<file path="config.mk">
export PLATFORM = sky130hd
export DESIGN_NAME = pe_mem_arbiter
export DESIGN_NICKNAME = d
export VERILOG_FILES = /design/src/rtl/pe_mem_arbiter.sv
export SDC_FILE = /design/constraint.sdc
export NUM_CORES = 1
export LEC_CHECK = 0
export CAP_MARGIN = 0
export CORE_AREA = 2 2 93 95
export CTS_CLUSTER_DIAMETER = 60
export DETAILED_ROUTE_END_ITERATION = 10
export DIE_AREA = 0 0 95 97
export PLACE_DENSITY = 0.81
export SYNTH_ARGS = -nofsm -noshare
export SYNTH_HDL_FRONTEND = slang
export SYNTH_SLANG_ARGS = --single-unit
</file>
<file path="constraint.sdc">
create_clock -name clk -period 8.28 [get_ports clk]
set_input_delay 1.656 -clock clk [delete_from_list [all_inputs] [get_ports clk]]
set_output_delay 1.656 -clock clk [all_outputs]
set_load 0.02 [all_outputs]
</file>
<file path="src/rtl/pe_mem_arbiter.sv">
// Round-robin arbiter that shares one memory read port among NUM_REQ processing elements.
// Grants are combinational. The one-hot grant travels down an RD_LAT-deep pipeline so read data is tagged with its owner.
module pe_mem_arbiter #(
    parameter int NUM_REQ = 4,
    parameter int ADDR_W  = 32,
    parameter int DATA_W  = 32,
    parameter int RD_LAT  = 2
) (
    input  logic                      clk,
    input  logic                      rst,
    input  logic                      arb_en,
    input  logic [NUM_REQ-1:0]        req,
    input  logic [NUM_REQ*ADDR_W-1:0] req_addr,
    output logic [NUM_REQ-1:0]        grant,
    output logic                      mem_en,
    output logic [ADDR_W-1:0]         mem_addr,
    input  logic [DATA_W-1:0]         mem_rdata,
    output logic [DATA_W-1:0]         rdata,
    output logic [NUM_REQ-1:0]        rvalid,
    output logic                      busy
);

    localparam int PTR_W = (NUM_REQ > 1) ? $clog2(NUM_REQ) : 1;

    logic [PTR_W-1:0]   ptr_q;
    logic [PTR_W-1:0]   ptr_d;
    logic [NUM_REQ-1:0] pipe_q [RD_LAT];
    logic [NUM_REQ-1:0] pipe_d [RD_LAT];

    logic [NUM_REQ-1:0] grant_s;
    logic [PTR_W-1:0]   win_s;
    logic [PTR_W-1:0]   idx_s;
    logic               found_s;
    logic               mem_en_s;
    logic               pipe_busy_s;

    // Search from ptr upward and wrap around. Grants are held at 0 during reset so nothing leaks out while rst is high.
    always_comb begin
        grant_s = '0;
        win_s   = '0;
        idx_s   = '0;
        found_s = 1'b0;
        for (int i = 0; i < NUM_REQ; i++) begin
            idx_s = ptr_q + PTR_W'(i);
            if (!found_s && arb_en && !rst && req[idx_s]) begin
                grant_s[idx_s] = 1'b1;
                win_s          = idx_s;
                found_s        = 1'b1;
            end else begin
                found_s = found_s;
            end
        end
    end

    always_comb begin
        mem_en_s = |grant_s;
        if (mem_en_s) begin
            ptr_d = win_s + PTR_W'(1);
        end else begin
            ptr_d = ptr_q;
        end
        pipe_d[0] = grant_s;
        for (int k = 1; k < RD_LAT; k++) begin
            pipe_d[k] = pipe_q[k-1];
        end
        pipe_busy_s = 1'b0;
        for (int k = 0; k < RD_LAT; k++) begin
            pipe_busy_s = pipe_busy_s | (|pipe_q[k]);
        end
    end

    // On reset, clear the return pipeline so that reads already in flight never produce rvalid.
    always_ff @(posedge clk or posedge rst) begin
        if (rst) begin
            ptr_q <= '0;
            for (int k = 0; k < RD_LAT; k++) begin
                pipe_q[k] <= '0;
            end
        end else begin
            ptr_q <= ptr_d;
            for (int k = 0; k < RD_LAT; k++) begin
                pipe_q[k] <= pipe_d[k];
            end
        end
    end

    always_comb begin
        grant  = grant_s;
        mem_en = mem_en_s;
        if (mem_en_s) begin
            mem_addr = req_addr[int'(win_s)*ADDR_W +: ADDR_W];
        end else begin
            mem_addr = '0;
        end
        rdata  = mem_rdata;
        rvalid = pipe_q[RD_LAT-1];
        busy   = (pipe_busy_s | mem_en_s) & ~rst;
    end

endmodule

</file>
==> impl_metrics.toml <==
[final_layout]
final_util = 0.464
area_delta_synth_final_pct = 69.2
layout-drive-gt1-share = 0.0758
final_cell_mix = "clkdlybuf4s50_1 (176), nand2_1 (38), a21oi_1 (32), mux2i_1 (32), a221oi_1 (29)"
layout_commonest_cell = "clkdlybuf4s50_1"
num-nets-final = 569

[routing]
via_per_inst = 5.26
post_drt_wl_per_cell_um = 17.5
vias = 2639
drtPass1Iterations = 4
ant_nets = 0
detail_route.iter0.violations = 61
drc_errors = 0
drt_wl_total_um = 8780

[min_path]
hp-class = "reg2reg"

[clock_network]
tritoncts = "yes"
clk_latency_ps = 230
cts.sinks = 10
clock_path_buffers = 2
cts-root-buf = "clkbuf_8"
cts_buffers = 3
postCtsResizedCells = 0
clk_pin_slew_ps = 50
cts_setup_buffers = 0
cts-htree-levels = 1
cts.hold.buffers_added = 0

[place]
hpwl_um = 6780
place_congestion = 0.877
port_buffers = 176

[yosys]
synth_area_leaders = "mux2i_1 (14%), buf_4 (12%), a221oi_1 (11%), dfrtp_1 (11%), a21oi_1 (7.2%)"
ys_seq_elements = 10
synth_fp_nets = 444
synth_top_area_cell = "mux2i_1"
ys_seq_area_frac = 0.112
synth.avg_cell_area_sq_um = 8.19
ys_types = 45
synth_top_cell_area_share = 0.144
synthCells = 272
ys_warn_count = 0
netlist_area_sq_um = 2230

[timing]
slew_viol_final = 0
hold_viol = 0
fin_tns_setup_ps = 0
clock_skew_ps = 1.24
post-route-min-period_ps = 6980
tightest_slew_ps = 930
setup_viol = 0
fin_crit_sh = 0.843
slew_headroom = 0.380
fmax_mhz = 143
rsz0062_at_grt = "false"

[global_route]
grt_max_degree = 47
grt.total_usage = 0.176
grt_pass1_vias = 2704
grt_overflow = 0
grt_pass1_wl_um = 13100
antenna_found_initial = 1

[worst_setup_path]
cp_top_family = "buffers and inverters"
worstPathArrival_ps = 5320
end_kind = "output pin"
path_max_fanout = 46
critPathSlowestCell = "a221o_2"
crit_buf_inv = 3
start_kind = "primary input"
path_class = "in2out"
critPathMaxStageDelay_ps = 800
crit_required_ps = 6620
crit_chain = "clkdlybuf4s50_1 > mux4_1 > o21bai_1 > a221o_2 > buf_4 > a21oi_1 > a221oi_1 > clkdlybuf4s50_1"
crit_top_cell = "clkdlybuf4s50_1"

[floorplanning]
die_y_um = 97
die_w_um = 95
initial_core_util = 0.274
die_area_sq_um = 9220
core_area_sq_um = 8130
rows = 33
io_pins = 241

[power]
power.density_nw_per_um2 = 238
ir_worst_vdd_mv = 0.105
leakagePower_nw = 1.32

[job]
max_cap_violations = 0

[outcome]
status = "finished clean"
through the flow:
step | cell area (sq um) | std cells | total power, mW | hold slack [ps] | setup slack, ps
floorplan | 2230 | 272 | 0.597 | 354 | 2840
global placement | 3710 | 497 | 0.827 | 359 | 1430
detailed placement | 3710 | 497 | 0.840 | 369 | 1330
CTS | 3770 | 501 | 0.904 | 380 | 1330
global route | 3770 | 501 | 0.960 | 395 | 1090
finish | 3770 | 502 | 0.899 | 389 | 1300
synthesized netlist by cell type, drive strengths merged:
cell type,count
o22ai,1
nand3,7
a21oi,32
nand4,2
or3,1
nor2b,1
a211oi,2
o221a,1
o221ai,2
a31oi,2
nor3b,1
nor4bb,1
nor3,1
o211ai,2
and3,1
or3b,3
nor2,1
mux2i,32
a221o,1
dfrtp,10
clkbuf,8
xnor2,1
o21a,1
mux2,5
inv,8
a221oi,32
o21bai,1
mux4,4
nand4bb,1
nand2,38
buf,53
ha,5
a311oi,1
nor4,3
nand3b,5
nand2b,2
where the power goes:
part / leakage [nW] / switching [mW] / internal, mW
Combinational: 1.16 / 0.404 / 0.355
Sequential: 0.133 / 0.0195 / 0.0601
Clock: 0.0288 / 0.0184 / 0.0417
routing by layer:
| metal | up-vias | GRT usage | part of all wire |
|---|---|---|---|
| met1 | 1232 | 0.186 | 0.37 |
| li1 | 1249 | - | - |
| met3 | 22 | 0.0452 | 0.095 |
| met4 | 0 | 0.0491 | 0.020 |
| met5 | - | 0 | 0 |
| met2 | 136 | 0.334 | 0.51 |
logic make-up after synthesis:
group / Yosys count / synth area share
AO/OA/AOI/OAI: 78 / 0.261
AND/OR/NAND/NOR: 68 / 0.162
adder cells (fa/ha/maj): 5 / 0.0281
flip-flops: 10 / 0.112
XOR/XNOR: 1 / 0.00393
buffers and inverters: 69 / 0.220
multiplexers: 41 / 0.213
final cells by class:
type | instances | area (sq um)
Tap cell | 105 | 131
Multi-Input combinational cell | 193 | 1500
Fill cell | 781 | 4360
Timing Repair Buffer | 181 | 1800
Clock buffer | 4 | 55.1
Inverter | 8 | 30.0
Antenna cell | 1 | 2.50
Sequential cell | 10 | 250
path summary, 6_finish.rpt:
check                                      from                    to  slack (ps)  cells past startpoint
setup reg to reg           ptr_q[0]$_DFFE_PP0P_  ptr_q[0]$_DFFE_PP0P_        4540                      9
hold reg to reg             pipe_d[2]$_DFF_PP0_   rvalid[2]$_DFF_PP0_         390                      0
min in group asynchronous                   rst   pipe_d[0]$_DFF_PP0_        1820                      2
max in group asynchronous                   rst   rvalid[0]$_DFF_PP0_        6190                      2
setup / recovery                         req[3]          mem_addr[31]        1300                      8
hold / removal              pipe_d[2]$_DFF_PP0_   rvalid[2]$_DFF_PP0_         390                      0
registers in the layout, indices dropped and copies added (netlist names):
register and cells:
ptr_q 2, pipe_d 4, rvalid 4
(Power assumes the default switching activity.)
